### src/rtl/pipeline_hazard_ctrl_pkg.sv
// hazard_pkg: shared types and helpers for the pipeline hazard controller.
// FSM state encoding, register-index width, the x0 constant and the
// load-use compare. Optional build macro used elsewhere: HAZARD_PERF_EN.
package hazard_pkg;

  localparam int REG_AW = 5;
  localparam logic [REG_AW-1:0] X0 = 5'd0;

  typedef enum logic [1:0] {
    RUN    = 2'd0,
    I_WAIT = 2'd1,
    D_WAIT = 2'd2
  } hz_state_t;

  // A load in EX writes a register the ID instruction reads. x0 never hazards.
  function automatic logic load_use_f(
    input logic [REG_AW-1:0] rs1,
    input logic [REG_AW-1:0] rs2,
    input logic              use_rs1,
    input logic              use_rs2,
    input logic [REG_AW-1:0] rd,
    input logic              is_load
  );
    return is_load & (rd != X0) &
           ((use_rs1 & (rs1 == rd)) | (use_rs2 & (rs2 == rd)));
  endfunction

endpackage

### src/rtl/pipeline_hazard_ctrl_if.sv
// pipeline_hazard_ctrl_if: bundle between the pipeline/caches (master) and
// the hazard controller (slave). With HAZARD_PERF_EN defined it also
// carries the performance-counter clear and the four counter values.
//
// Handshake semantics: there is no valid/ready pair here. imiss/dmiss are
// levels held for as long as the miss is outstanding; iready/dready are
// single-cycle refill-complete pulses and are only meaningful while the
// controller waits on the matching cache; stall/takebranch/backend_hold
// are per-cycle levels and iabort is a single-cycle pulse.
interface pipeline_hazard_ctrl_if #(
  parameter int REG_AW = hazard_pkg::REG_AW
);
  import hazard_pkg::*;

  logic [REG_AW-1:0] id_rs1;
  logic [REG_AW-1:0] id_rs2;
  logic              id_use_rs1;
  logic              id_use_rs2;
  logic [REG_AW-1:0] ex_rd;
  logic              ex_is_load;
  logic              ex_branch_taken;
  logic              imiss;
  logic              iready;
  logic              dmiss;
  logic              dready;
  logic              stall;
  logic              takebranch;
  logic              backend_hold;
  logic              iabort;
  logic [1:0]        state_o;
  logic              timeout_err;

`ifdef HAZARD_PERF_EN
  logic              perf_clear;
  logic [31:0]       perf_lu_cycles;
  logic [31:0]       perf_imiss_cycles;
  logic [31:0]       perf_dmiss_cycles;
  logic [31:0]       perf_flushes;

  modport master (
    output id_rs1, id_rs2, id_use_rs1, id_use_rs2, ex_rd, ex_is_load,
           ex_branch_taken, imiss, iready, dmiss, dready, perf_clear,
    input  stall, takebranch, backend_hold, iabort, state_o, timeout_err,
           perf_lu_cycles, perf_imiss_cycles, perf_dmiss_cycles, perf_flushes
  );
  modport slave (
    input  id_rs1, id_rs2, id_use_rs1, id_use_rs2, ex_rd, ex_is_load,
           ex_branch_taken, imiss, iready, dmiss, dready, perf_clear,
    output stall, takebranch, backend_hold, iabort, state_o, timeout_err,
           perf_lu_cycles, perf_imiss_cycles, perf_dmiss_cycles, perf_flushes
  );
`else
  modport master (
    output id_rs1, id_rs2, id_use_rs1, id_use_rs2, ex_rd, ex_is_load,
           ex_branch_taken, imiss, iready, dmiss, dready,
    input  stall, takebranch, backend_hold, iabort, state_o, timeout_err
  );
  modport slave (
    input  id_rs1, id_rs2, id_use_rs1, id_use_rs2, ex_rd, ex_is_load,
           ex_branch_taken, imiss, iready, dmiss, dready,
    output stall, takebranch, backend_hold, iabort, state_o, timeout_err
  );
`endif

endinterface

### src/rtl/pipeline_hazard_ctrl_perf_counters.sv
// hazard_perf_counters: four saturating 32-bit event counters with a
// synchronous clear that beats increment. Only instantiated when
// HAZARD_PERF_EN is defined.
module hazard_perf_counters
  import hazard_pkg::*;
(
  input  logic        clock,
  input  logic        reset,
  input  logic        i_clear,
  input  logic        i_inc_lu,
  input  logic        i_inc_imiss,
  input  logic        i_inc_dmiss,
  input  logic        i_inc_flush,
  output logic [31:0] o_lu_cycles,
  output logic [31:0] o_imiss_cycles,
  output logic [31:0] o_dmiss_cycles,
  output logic [31:0] o_flushes
);

  logic [31:0] r_cnt [4];
  logic [3:0]  w_inc;

  assign w_inc = {i_inc_flush, i_inc_dmiss, i_inc_imiss, i_inc_lu};

  // Count events, sticking at all-ones; clear has priority over counting.
  always_ff @(posedge clock or posedge reset) begin
    if (reset) begin
      for (int i = 0; i < 4; i++) r_cnt[i] <= '0;
    end else begin
      for (int i = 0; i < 4; i++) begin
        if (i_clear)                          r_cnt[i] <= '0;
        else if (w_inc[i] && (r_cnt[i] != '1)) r_cnt[i] <= r_cnt[i] + 32'd1;
      end
    end
  end

  assign o_lu_cycles    = r_cnt[0];
  assign o_imiss_cycles = r_cnt[1];
  assign o_dmiss_cycles = r_cnt[2];
  assign o_flushes      = r_cnt[3];

endmodule

### src/rtl/pipeline_hazard_ctrl.sv
// pipeline_hazard_ctrl: stall/flush controller for the 5-stage RV32 pipeline.
// Mealy outputs in RUN so holds act in the cycle the event is seen; wait
// states sequence I-cache and D-cache refills, with an I-miss queued behind
// a D-miss via r_pend_i. A saturating wait counter raises a sticky
// timeout_err but never fakes a refill.
// Optional macro HAZARD_PERF_EN adds performance counters.
module pipeline_hazard_ctrl
  import hazard_pkg::*;
#(
  parameter int REG_AW       = hazard_pkg::REG_AW,
  parameter int MISS_TIMEOUT = 1023
) (
  input logic                   clock,
  input logic                   reset,
  pipeline_hazard_ctrl_if.slave hz
);

  localparam int CNT_W = ($clog2(MISS_TIMEOUT + 1) > 10) ? $clog2(MISS_TIMEOUT + 1) : 10;
  localparam logic [CNT_W-1:0] TO_VAL = CNT_W'(MISS_TIMEOUT);

  hz_state_t         r_state;
  hz_state_t         w_state_nxt;
  logic              r_pend_i;
  logic              w_pend_i_nxt;
  logic [CNT_W-1:0]  r_cnt;
  logic [CNT_W-1:0]  w_cnt_sat;
  logic              r_timeout_err;
  logic              w_in_wait;
  logic              w_trans;
  logic [REG_AW-1:0] w_id_rs1;
  logic [REG_AW-1:0] w_id_rs2;
  logic [REG_AW-1:0] w_ex_rd;
  logic              w_load_use;
  logic              w_stall;
  logic              w_takebranch;
  logic              w_backend_hold;
  logic              w_iabort;

  assign w_id_rs1   = hz.id_rs1;
  assign w_id_rs2   = hz.id_rs2;
  assign w_ex_rd    = hz.ex_rd;
  assign w_load_use = load_use_f(w_id_rs1, w_id_rs2, hz.id_use_rs1, hz.id_use_rs2,
                                 w_ex_rd, hz.ex_is_load);

  // State register and queued I-miss flag.
  always_ff @(posedge clock or posedge reset) begin
    if (reset) begin
      r_state  <= RUN;
      r_pend_i <= 1'b0;
    end else begin
      r_state  <= w_state_nxt;
      r_pend_i <= w_pend_i_nxt;
    end
  end

  // Next state: D-miss first (it freezes the back end, so the branch in EX
  // waits), then branch (squashes the wrong-path fetch), then I-miss.
  always_comb begin
    w_state_nxt  = r_state;
    w_pend_i_nxt = r_pend_i;
    case (r_state)
      RUN: begin
        if (hz.dmiss) begin
          w_state_nxt  = D_WAIT;
          w_pend_i_nxt = hz.imiss & ~hz.ex_branch_taken;
        end else if (!hz.ex_branch_taken && hz.imiss) begin
          w_state_nxt  = I_WAIT;
        end
      end
      I_WAIT: begin
        if (hz.dmiss) begin
          // The fetch is still owed unless it completes or is aborted now.
          w_state_nxt  = D_WAIT;
          w_pend_i_nxt = ~hz.iready & ~hz.ex_branch_taken;
        end else if (hz.ex_branch_taken || hz.iready) begin
          w_state_nxt  = RUN;
        end
      end
      D_WAIT: begin
        if (hz.dready) begin
          w_state_nxt  = r_pend_i ? I_WAIT : RUN;
          w_pend_i_nxt = 1'b0;
        end
      end
      default: begin
        w_state_nxt  = RUN;
        w_pend_i_nxt = 1'b0;
      end
    endcase
  end

  // Outputs: Mealy priority chain in RUN, fixed holds in the wait states.
  always_comb begin
    w_stall        = 1'b0;
    w_takebranch   = 1'b0;
    w_backend_hold = 1'b0;
    w_iabort       = 1'b0;
    case (r_state)
      RUN: begin
        if (hz.dmiss) begin
          w_stall        = 1'b1;
          w_backend_hold = 1'b1;
        end else if (hz.ex_branch_taken) begin
          w_takebranch   = 1'b1;
          w_iabort       = hz.imiss;
        end else if (hz.imiss || w_load_use) begin
          w_stall        = 1'b1;
        end
      end
      I_WAIT: begin
        w_stall      = 1'b1;
        w_takebranch = hz.ex_branch_taken;
        w_iabort     = hz.ex_branch_taken;
      end
      D_WAIT: begin
        w_stall        = 1'b1;
        w_backend_hold = 1'b1;
      end
      default: ;
    endcase
  end

  assign w_in_wait = (r_state != RUN);
  assign w_trans   = (w_state_nxt != r_state);
  assign w_cnt_sat = (r_cnt == '1) ? r_cnt : r_cnt + 1'b1;

  // Wait-cycle counter and sticky timeout flag.
  always_ff @(posedge clock or posedge reset) begin
    if (reset) begin
      r_cnt         <= '0;
      r_timeout_err <= 1'b0;
    end else begin
      if (w_trans) begin
        r_cnt <= '0;
      end else if (w_in_wait) begin
        r_cnt <= w_cnt_sat;
        if (w_cnt_sat >= TO_VAL) r_timeout_err <= 1'b1;
      end
    end
  end

  assign hz.stall        = w_stall;
  assign hz.takebranch   = w_takebranch;
  assign hz.backend_hold = w_backend_hold;
  assign hz.iabort       = w_iabort;
  assign hz.state_o      = r_state;
  assign hz.timeout_err  = r_timeout_err;

`ifdef HAZARD_PERF_EN
  logic w_lu_stall;
  // In RUN, a stall not caused by either miss is a load-use bubble.
  assign w_lu_stall = (r_state == RUN) & w_stall & ~hz.dmiss & ~hz.imiss;

  hazard_perf_counters u_perf (
    .clock          (clock),
    .reset          (reset),
    .i_clear        (hz.perf_clear),
    .i_inc_lu       (w_lu_stall),
    .i_inc_imiss    (r_state == I_WAIT),
    .i_inc_dmiss    (r_state == D_WAIT),
    .i_inc_flush    (w_takebranch),
    .o_lu_cycles    (hz.perf_lu_cycles),
    .o_imiss_cycles (hz.perf_imiss_cycles),
    .o_dmiss_cycles (hz.perf_dmiss_cycles),
    .o_flushes      (hz.perf_flushes)
  );
`endif

endmodule

### src/flat_wrapper.sv
// flat-port wrapper written by rule: the top's interface ports become plain ports
module pipeline_hazard_ctrl_flat import hazard_pkg::*;
#(
  parameter int REG_AW       = hazard_pkg::REG_AW,
  parameter int MISS_TIMEOUT = 1023
)
  (clock, reset, hz_id_rs1, hz_id_rs2, hz_id_use_rs1, hz_id_use_rs2, hz_ex_rd, hz_ex_is_load, hz_ex_branch_taken, hz_imiss, hz_iready, hz_dmiss, hz_dready, hz_stall, hz_takebranch, hz_backend_hold, hz_iabort, hz_state_o, hz_timeout_err);
  pipeline_hazard_ctrl_if #(.REG_AW(REG_AW)) hz_i ();
  input logic clock;
  input logic reset;
  input wire logic [$bits(hz_i.id_rs1)-1:0] hz_id_rs1;
  input wire logic [$bits(hz_i.id_rs2)-1:0] hz_id_rs2;
  input wire logic [$bits(hz_i.id_use_rs1)-1:0] hz_id_use_rs1;
  input wire logic [$bits(hz_i.id_use_rs2)-1:0] hz_id_use_rs2;
  input wire logic [$bits(hz_i.ex_rd)-1:0] hz_ex_rd;
  input wire logic [$bits(hz_i.ex_is_load)-1:0] hz_ex_is_load;
  input wire logic [$bits(hz_i.ex_branch_taken)-1:0] hz_ex_branch_taken;
  input wire logic [$bits(hz_i.imiss)-1:0] hz_imiss;
  input wire logic [$bits(hz_i.iready)-1:0] hz_iready;
  input wire logic [$bits(hz_i.dmiss)-1:0] hz_dmiss;
  input wire logic [$bits(hz_i.dready)-1:0] hz_dready;
  output wire logic [$bits(hz_i.stall)-1:0] hz_stall;
  output wire logic [$bits(hz_i.takebranch)-1:0] hz_takebranch;
  output wire logic [$bits(hz_i.backend_hold)-1:0] hz_backend_hold;
  output wire logic [$bits(hz_i.iabort)-1:0] hz_iabort;
  output wire logic [$bits(hz_i.state_o)-1:0] hz_state_o;
  output wire logic [$bits(hz_i.timeout_err)-1:0] hz_timeout_err;
  assign hz_i.id_rs1 = hz_id_rs1;
  assign hz_i.id_rs2 = hz_id_rs2;
  assign hz_i.id_use_rs1 = hz_id_use_rs1;
  assign hz_i.id_use_rs2 = hz_id_use_rs2;
  assign hz_i.ex_rd = hz_ex_rd;
  assign hz_i.ex_is_load = hz_ex_is_load;
  assign hz_i.ex_branch_taken = hz_ex_branch_taken;
  assign hz_i.imiss = hz_imiss;
  assign hz_i.iready = hz_iready;
  assign hz_i.dmiss = hz_dmiss;
  assign hz_i.dready = hz_dready;
  assign hz_stall = hz_i.stall;
  assign hz_takebranch = hz_i.takebranch;
  assign hz_backend_hold = hz_i.backend_hold;
  assign hz_iabort = hz_i.iabort;
  assign hz_state_o = hz_i.state_o;
  assign hz_timeout_err = hz_i.timeout_err;
  pipeline_hazard_ctrl #(.REG_AW(REG_AW), .MISS_TIMEOUT(MISS_TIMEOUT)) u_core (.clock(clock), .reset(reset), .hz(hz_i));
endmodule
### config.mk
export PLATFORM = sky130hd
export DESIGN_NAME = pipeline_hazard_ctrl_flat
export DESIGN_NICKNAME = d
export VERILOG_FILES = /design/src/rtl/pipeline_hazard_ctrl_pkg.sv /design/src/rtl/pipeline_hazard_ctrl_if.sv /design/src/rtl/pipeline_hazard_ctrl_perf_counters.sv /design/src/rtl/pipeline_hazard_ctrl.sv /design/src/flat_wrapper.sv
export SDC_FILE = /design/constraint.sdc
export NUM_CORES = 1
export LEC_CHECK = 0
export CELL_PAD_IN_SITES_DETAIL_PLACEMENT = 1
export CELL_PAD_IN_SITES_GLOBAL_PLACEMENT = 2
export CORE_ASPECT_RATIO = 1.5
export CORE_MARGIN = 2
export CORE_UTILIZATION = 28
export DETAILED_ROUTE_END_ITERATION = 10
export HOLD_SLACK_MARGIN = 0.03
export PLACE_DENSITY_LB_ADDON = 0.1
export SKIP_LAST_GASP = 1
export SLEW_MARGIN = 0
export SYNTH_ARGS = -nofsm -noshare
export SYNTH_HDL_FRONTEND = slang
export SYNTH_SLANG_ARGS = --single-unit
### constraint.sdc
create_clock -name clock -period 2.28 [get_ports clock]
set_input_delay 0.57 -clock clock [delete_from_list [all_inputs] [get_ports clock]]
set_output_delay 0.57 -clock clock [all_outputs]
set_load 0.05 [all_outputs]
==> out/results.txt, run 1 <==
The flow ran to the end, but the final reports show violations. The checks that failed: setup timing. Routability congestion estimate: 0.851.

Final setup slack of the worst path: -212 ps. Along the worst hold path, the cell count comes to 2. Effective utilization at floorplan: 28.9%. The path class of the tightest hold or removal check is reg2reg. The worst setup path is launched from an input pin.

Buffers placed on the I/O ports in this run total 31. The analysis attributes to cell leakage a power of 0.750 nW. Post-synthesis to final-layout area growth: 47.7%.

The maximum fanout along the worst path came out at 3. The post-cts hold buffer count was 0. The Yosys step of the flow raised 0 warnings.

The logs give 5180 sq um for the die area and 14 for the number of clock sinks seen by CTS. Using the TritonRoute via totals, the vias-per-cell ratio works out to 5.36. Setup repair after global routing could not meet its margin everywhere. The required time at the endpoint of the critical path is 1710 ps.

The floorplan has 30 rows. The mapped netlist covers 1290 sq um. The root buffer selected by CTS is sky130_fd_sc_hd__clkbuf_8.

In this run the deepest clock path goes through 2 buffers. The final hold violation count was 0; the register-to-register setup slack was 160 ps. The slowest stage of the critical path belongs to the cell sky130_fd_sc_hd__or4_4.

Across the routed clock network, the largest skew measured is 1.35 ps. The core region is 4470 sq um. The end of the worst hold path is u_core.hz.timeout_err. The run gives 15 as the largest net degree at the start of global routing. In this run the critical register-to-register path is launched from u_core.hz.state_o[1].

After technology mapping, the gate count stands at 156. The summed area of non-filler cells in the final layout was 1910 sq um. The tools report the number of antenna violations at the first check in global routing as 0.

For this run, asynchronously set or reset flops after synthesis account for 100%. The register bit total from synthesis works out to 14. In this run, synthesis inferred 0 flip-flops with an integrated enable. The most used flip-flop cell after synthesis was sky130_fd_sc_hd__dfrtp_1. The upper clock frequency limit was 401 MHz; the antenna diode instance count was 0. For the via count, the log shows 1,339. The portion of the clock cycle consumed by the worst path in the final layout was 109%. Power spread over the standard cell area amounts to 1010 nW/um^2.

Once placement finished, the instance area stood at 1780 sq um. The worst setup path is captured at an output port. The netlist uses 40 different library cells.

For the clock latency reported for the late side of the worst-skew pair, the log shows 240 ps. Type of the setup path with the least slack: in2out. Cell type with the highest occurrence count on the critical path: sky130_fd_sc_hd__a21oi_2. The logs give 0 for the final number of max-transition violations and 186 for the post-synth net total. For this block, the routed nets add up to 4020 um of wire.

The sum of net half-perimeters after detailed placement is 3250 um. The tools report the number of violations of the max-capacitance limit as 0. Among cell families on the critical path, the largest total delay comes from simple AND/OR/NAND/NOR gates. For the pin with the worst max-slew slack, the measured transition is 559 ps. The top-level I/O count was 32. The reg-to-reg critical path endpoint was u_core.r_cnt[3]. The tightest hold path in the finished design has a slack of 468 ps. Traced cell by cell, the critical path runs through buf_2 -> or4_4 -> o21ai_2 -> a21oi_2 -> o31ai_2 -> a21oi_2 -> buf_12. The floorplan step set the die width to 59.4 um. The CTS H-tree depth is 1, and the share of the yosys chip area belonging to registers is 27.1%. A synthesized cell averages 8.28 sq um.

The via count of the first global-routing pass came out at 1,484. The cell count after placement came out at 245. Headroom to the max-slew limit came out at 62.7%. The clock slew seen by the registers of the worst setup and hold paths is 50 ps, and the final routed DRC violation total is 0.

The worst hold path begins at u_core.hz.timeout_err. Counting both buffers and inverters, the worst setup path holds a total of 2. The die span in y came out at 87.2 um. The net count of the finished layout was 234. The first global-routing pass estimated 6930 um of wire.

The maximum cell stage delay along the critical path was 540 ps; the global-route usage over all layers was 17.2%. Counting I/O delays and the setup requirement, the final critical path takes 2490 ps. In the final routed layout, each cell accounts on average for 16.1 um. TritonCTS built the clock tree. Excluding fillers, the count of instances in the completed layout stands at 250. The detailed-routing iteration count for the pre-antenna-repair pass is 4, and the maximum resistive drop on vdd is 0.772 mV. The logs give 1.92 mW for the total power draw and 1920 ps for the endpoint arrival time on the critical path. Count of nets left with antenna violations after detail routing: 0. For the setup violation total in the final timing report, the log shows 1. Cells with a size suffix above 1 make up 31.2% of the layout. The number of clock buffers added by TritonCTS is 3. Violation count after the first detailed-route iteration: 30. The number of cells on the worst reg-to-reg path was 10; the total congestion overflow after global routing was 0.
-- worst max-delay path by stage --
stage | start | to | slack, ps | cells past startpoint
6_report | hz_ex_rd[3] | hz_stall | -210 | 7
5_1_grt | hz_ex_rd[3] | hz_stall | -250 | 7
2_1_floorplan | hz_ex_rd[1] | hz_stall | -60 | 6
4_1_cts | hz_ex_rd[0] | hz_stall | -280 | 9
3_5_place_dp | hz_ex_rd[1] | hz_stall | -640 | 8
3_3_place_gp | hz_ex_rd[1] | hz_stall | -590 | 8
-- worst register-to-register path, cell delays in order, from the launching register on --
cell,delay [ps]
sky130_fd_sc_hd__dfrtp_1,380
sky130_fd_sc_hd__inv_1,120
sky130_fd_sc_hd__ha_2,220
sky130_fd_sc_hd__buf_4,160
sky130_fd_sc_hd__o21ai_0,110
sky130_fd_sc_hd__o31ai_2,100
sky130_fd_sc_hd__nor2_1,80
sky130_fd_sc_hd__o21ai_1,210
sky130_fd_sc_hd__o221ai_4,220
sky130_fd_sc_hd__buf_12,200
sky130_fd_sc_hd__a311oi_1,200
-- synth_stat cells, types with 3 or more instances --
library cell	count	area share, %
sky130_fd_sc_hd__a31oi_1	4	1.9
sky130_fd_sc_hd__xor2_1	10	6.8
sky130_fd_sc_hd__inv_1	8	2.3
sky130_fd_sc_hd__nand3_1	11	4.3
sky130_fd_sc_hd__buf_6	4	3.5
sky130_fd_sc_hd__and4_1	3	2.0
sky130_fd_sc_hd__o31ai_1	5	2.9
sky130_fd_sc_hd__nor2b_1	4	1.9
sky130_fd_sc_hd__nor4_1	3	1.5
sky130_fd_sc_hd__nor2_1	18	5.2
sky130_fd_sc_hd__nand4_1	3	1.5
sky130_fd_sc_hd__xnor2_1	3	2.0
sky130_fd_sc_hd__a21oi_1	8	3.1
sky130_fd_sc_hd__o21ai_1	4	1.6
sky130_fd_sc_hd__dfrtp_1	14	27
sky130_fd_sc_hd__ha_1	5	4.8
sky130_fd_sc_hd__nand2_1	9	2.6
sky130_fd_sc_hd__nor3_1	6	2.3
sky130_fd_sc_hd__o21ai_0	7	2.7
-- stage by stage --
| step | util, % | TNS, ps | setup slack (ps) |
|---|---|---|---|
| after global routing | 42.7 | -457 | -246 |
| after floorplan | - | -58.2 | -58.2 |
| after detailed placement | 39.9 | -2860 | -638 |
| after global placement | 39.9 | -2640 | -594 |
| after CTS | 41.2 | -334 | -276 |
| final | 42.7 | -212 | -212 |
-- sequential cells by signal, summed over array words and instances (netlist names) --
| register | flops |
|---|---|
| u_core.hz.state_o | 2 |
| u_core.hz.timeout_err | 1 |
| u_core.r_cnt | 10 |
| u_core.r_pend_i | 1 |
-- where the power goes --
part	total [mW]	internal, mW	switching [mW]
Sequential	0.347	0.293	0.0535
Combinational	1.38	0.620	0.756
Clock	0.201	0.117	0.0844
Total	1.92	1.03	0.894
-- layer usage --
layer | up-vias | wire length [um] | global-route usage (%)
met5 | - | 0 | 0
met4 | 0 | 57 | 5.79
met3 | 7 | 89 | 1.34
met2 | 33 | 2260 | 32.4
met1 | 646 | 1620 | 19.7
li1 | 653 | - | -
-- timing repair --
item | in CTS | in global routing
pin swaps | 12 | 12
setup buffers | 1 | 1
gates resized for setup | 45 | 24
setup endpoints to repair | 5 | 14
-- layout by cell type, fill, tap and decap left out, types with 6 or more instances in the layout --
cell                               n
sky130_fd_sc_hd__nand2_1           9
sky130_fd_sc_hd__nor3_1            6
sky130_fd_sc_hd__nor2_1           18
sky130_fd_sc_hd__dfrtp_1          14
sky130_fd_sc_hd__xor2_1            6
sky130_fd_sc_hd__o21ai_0           7
sky130_fd_sc_hd__buf_4            19
sky130_fd_sc_hd__inv_1             8
sky130_fd_sc_hd__clkdlybuf4s50_1  13
sky130_fd_sc_hd__nand3_1          11
-- cell families (layout without fill, tap and decap cells) --
kind of cell             count (synthesis)  after routing  share of synthesized area, %
flip-flops                              14             14                          27.1
XOR/XNOR                                13             13                          8.82
AO/OA/AOI/OAI                           40             40                          21.5
buffers and inverters                   16             62                          8.24
AND/OR/NAND/NOR                         66             66                          27.9
multiplexers                             2              2                          1.55
adder cells (fa/ha/maj)                  5              5                          4.84
-- area by class of cell --
class / instances / area, sq um
Sequential cell: 14 / 350
Multi-Input combinational cell: 126 / 946
Timing Repair Buffer: 51 / 479
Inverter: 8 / 30.0
Fill cell: 521 / 2560
Tap cell: 48 / 60.1
Clock buffer: 3 / 41.3
Note: power is estimated with default switching activity, not from simulation.
==> run 2: changes to the inputs <==
CORE_ASPECT_RATIO = 0.5   (was 1.5)
REMOVE_ABC_BUFFERS = 1   (was default)
==> out/results.txt, run 2 (synthesis results as in run 1) <==
The type of the setup path with the least slack was in2out. For the placeable core area, the log shows 4420 sq um (-0.95%). The final routed DRC violation total came out at 0 (unchanged).

The cell row count was 17 (-43%); the post-synthesis to final-layout area growth was 43.7%. The register with the most flip-flops in the final layout is u_core.r_cnt. The logs give 0 (-1) for the setup fix buffers added after clock tree synthesis and 32 (unchanged) for the top-level I/O count. The fraction of final layout cells with drive strength greater than 1 is 27.4% (-3.8 points).

The power density relative to cell area works out to 978 nW/um^2 (-3.1%). The total congestion overflow after global routing was 0 (unchanged). The required time at the endpoint of the critical path came out at 1710 ps (about the same). The endpoint arrival time on the critical path was 1920 ps (about the same).

The antenna diode instance count is 0 (unchanged), and the global-route wire length before repair is 6820 um (-1.6%). The run gives 0 (unchanged) as the final hold violation count. The remaining max-slew budget at the tightest pin came out at 61.8% (-0.88 points). The number of clock sinks seen by CTS is 14 (unchanged), and the maximum fanout along the worst path is 3 (unchanged). The via count of the first global-routing pass is 1,391 (-6.3%). The clock latency reported for the late side of the worst-skew pair was 250 ps (about the same); the total length of routed wires was 4070 um (+1.1%). The tools report the share of power burned in the clock network as 13.9% (+3.4 points). The number of buffers added on ports works out to 31 (unchanged). The routability congestion estimate is 0.779 (-8.4%).

The logs give 15 (unchanged) for the largest net degree at the start of global routing and 402 MHz (about the same) for the upper clock frequency limit. The tools report the area of the multi-input gates as 885 sq um (-6.5%). The summed area of non-filler cells in the final layout came out at 1860 sq um (-2.7%).

The maximum clock path buffer count is 2 (unchanged). STA classifies the critical path startpoint as an input pin. The die span in y came out at 52.0 um (-40%). Setup repair after global routing could not meet its margin everywhere.

The chip width is 100 um (+68%), and the measured slew at the worst slew-check pin is 573 ps (+13.2 ps). TritonCTS built the clock tree. The clock tree skew after final layout is 4.04 ps (+2.69 ps), and the switching share of power is 47.2% (+0.77 points). Clock period minus worst slack: 2490 ps (-1.64 ps). The core utilization of the finished layout is 41.9% (-0.75 points). The worst setup path is captured at an output port.

For the cell area reported after detailed placement, the log shows 1770 sq um (-0.70%). For the maximum resistive drop on vdd, the log shows 0.393 mV (-49%). The fraction of power consumed by combinational cells was 67.2% (-4.3 points); the die area was 5200 sq um (+0.42%). For the final number of max-transition violations, the log shows 0 (unchanged).

CTS placed an instance of sky130_fd_sc_hd__clkbuf_8 at the clock tree root. For the combined flip-flop and latch cell area, the log shows 350 sq um (unchanged). The CTS H-tree depth was 1 (unchanged); the static power due to leakage was 0.751 nW (+0.17%). Number of antenna violations at the first check in global routing: 0 (unchanged). The run gives 0.857 mW (-4.1%) as the net switching power of the design. The clock slew seen by the registers of the worst setup and hold paths is 70 ps (+20 ps), and the number of violations of the max-capacitance limit is 0 (unchanged). The tools report the effective utilization at floorplan as 29.2% (+0.28 points). The portion of the clock cycle consumed by the worst path in the final layout came out at 109% (about the same).

The count of nets left with antenna violations after detail routing was 0 (unchanged). The average vias per placed instance is 5.07 (-5.3%). The run finished, with violations left.

For the net count of the finished layout, the log shows 232 (-0.85%). The tools report the violation count after the first detailed-route iteration as 26 (-13%). The register-to-register setup slack came out at 180 ps (+20 ps). The via count is 1,308 (-2.3%), and the routed wire length per instance is 15.8 um (-2.0%). The checks that failed: setup timing.

The sequential fraction of design power was 18.9% (+0.9 points). For the detailed-routing iteration count for the pre-antenna-repair pass, the log shows 4 (unchanged). The run gives -210 ps (+1.64 ps) as the final setup slack of the worst path.

In the layout the commonest cells are sky130_fd_sc_hd__nor2_1 (18), sky130_fd_sc_hd__buf_4 (18), sky130_fd_sc_hd__dfrtp_1 (14). For the cell-internal power, the log shows 0.958 mW (-7.0%). The path class of the tightest hold or removal check is reg2reg.

Number of fill cells: 547 (+5.0%). Total clock buffers created by CTS: 3 (unchanged). The setup violation total in the final timing report came out at 1 (unchanged). The global-route usage over all layers came out at 16.8% (-0.48 points). The flip-flop count of the largest register after layout came out at 10 (unchanged). The sum of net half-perimeters after detailed placement was 3020 um (-7.3%).
-- run 2: cell count changes in the layout (fill, tap and decap cells not counted), sizes merged --
cell	before	now
dlymetal6s2s	0	2
dlygate4sd2	1	2
clkdlybuf4s50	13	11
clkbuf	7	9
buf	31	27
-- run 2: final cells by class --
| cell class | count | share of cell area [%] |
|---|---|---|
| Tap cell | 57 | 3.84 |
| Clock buffer | 4 | 2.97 |
| Inverter | 8 | 1.62 |
| Timing Repair Buffer | 49 | 25.0 |
| Multi-Input combinational cell | 126 | 47.7 |
| Sequential cell | 14 | 18.9 |
-- run 2: stage by stage --
stage                     TNS, ps  cells  total power, mW  worst slack [ps]  hold slack (ps)
after detailed placement    -2060    254             1.55              -628              450
after global routing         -410    258             1.96              -273              500
after global placement      -2220    254             1.54              -555              457
after CTS                    -250    258             1.81              -250              479
after floorplan             -1350    148            0.997              -465              449
final                        -210    258             1.81              -210              472
-- run 2: path summary, 6_finish.rpt --
path / start / end / depth (start not counted)
setup reg to reg: u_core.hz.state_o[1] / u_core.r_cnt[3] / 10
max in group asynchronous: reset / u_core.r_pend_i / 2
hold / removal: u_core.hz.timeout_err / u_core.hz.timeout_err / 2
setup / recovery: hz_ex_rd[4] / hz_stall / 7
hold reg to reg: u_core.hz.timeout_err / u_core.hz.timeout_err / 2
min in group asynchronous: reset / u_core.r_cnt[3] / 2
-- run 2: power by group through the flow --
stage | combinational (mW) | sequential [mW] | clock [mW]
4_1_cts | 1.21 | 0.343 | 0.260
5_1_grt | 1.34 | 0.353 | 0.271
3_5_place_dp | 1.20 | 0.346 | 0
6_report | 1.22 | 0.343 | 0.251
2_1_floorplan | 0.590 | 0.407 | 0
3_3_place_gp | 1.19 | 0.343 | 0
-- run 2: worst max-delay path: stages --
cell and delay [ps]:
sky130_fd_sc_hd__buf_6 100, sky130_fd_sc_hd__or4_1 520, sky130_fd_sc_hd__o21ai_1 160, sky130_fd_sc_hd__a21oi_2 50
sky130_fd_sc_hd__o31ai_2 240, sky130_fd_sc_hd__a21oi_2 120, sky130_fd_sc_hd__buf_12 160
-- run 2: timing repair --
| item | 4_1_cts | 5_1_grt |
|---|---|---|
| endpoints found under the setup margin | 2 | 9 |
| pin swaps | 9 | 13 |
| hold buffers | 0 | 0 |
| resized for setup | 30 | 30 |
-- run 2: layer usage --
| metal | track usage, % | vias up | wire length [um] | share of wire [%] |
|---|---|---|---|---|
| li1 | - | 654 | - | - |
| met1 | 23.9 | 615 | 2150 | 53 |
| met2 | 26.0 | 35 | 1740 | 43 |
| met3 | 3.36 | 4 | 158 | 3.9 |
| met4 | 4.11 | 0 | 21 | 0.52 |
| met5 | 0 | - | 0 | 0 |
==> run 3: changes to the inputs <==
ABC_AREA = 0   (was default)
CAP_MARGIN = 20   (was default)
==> results of run 3 <==
The final DEF is identical to that of run 2; final timing and power are the same.
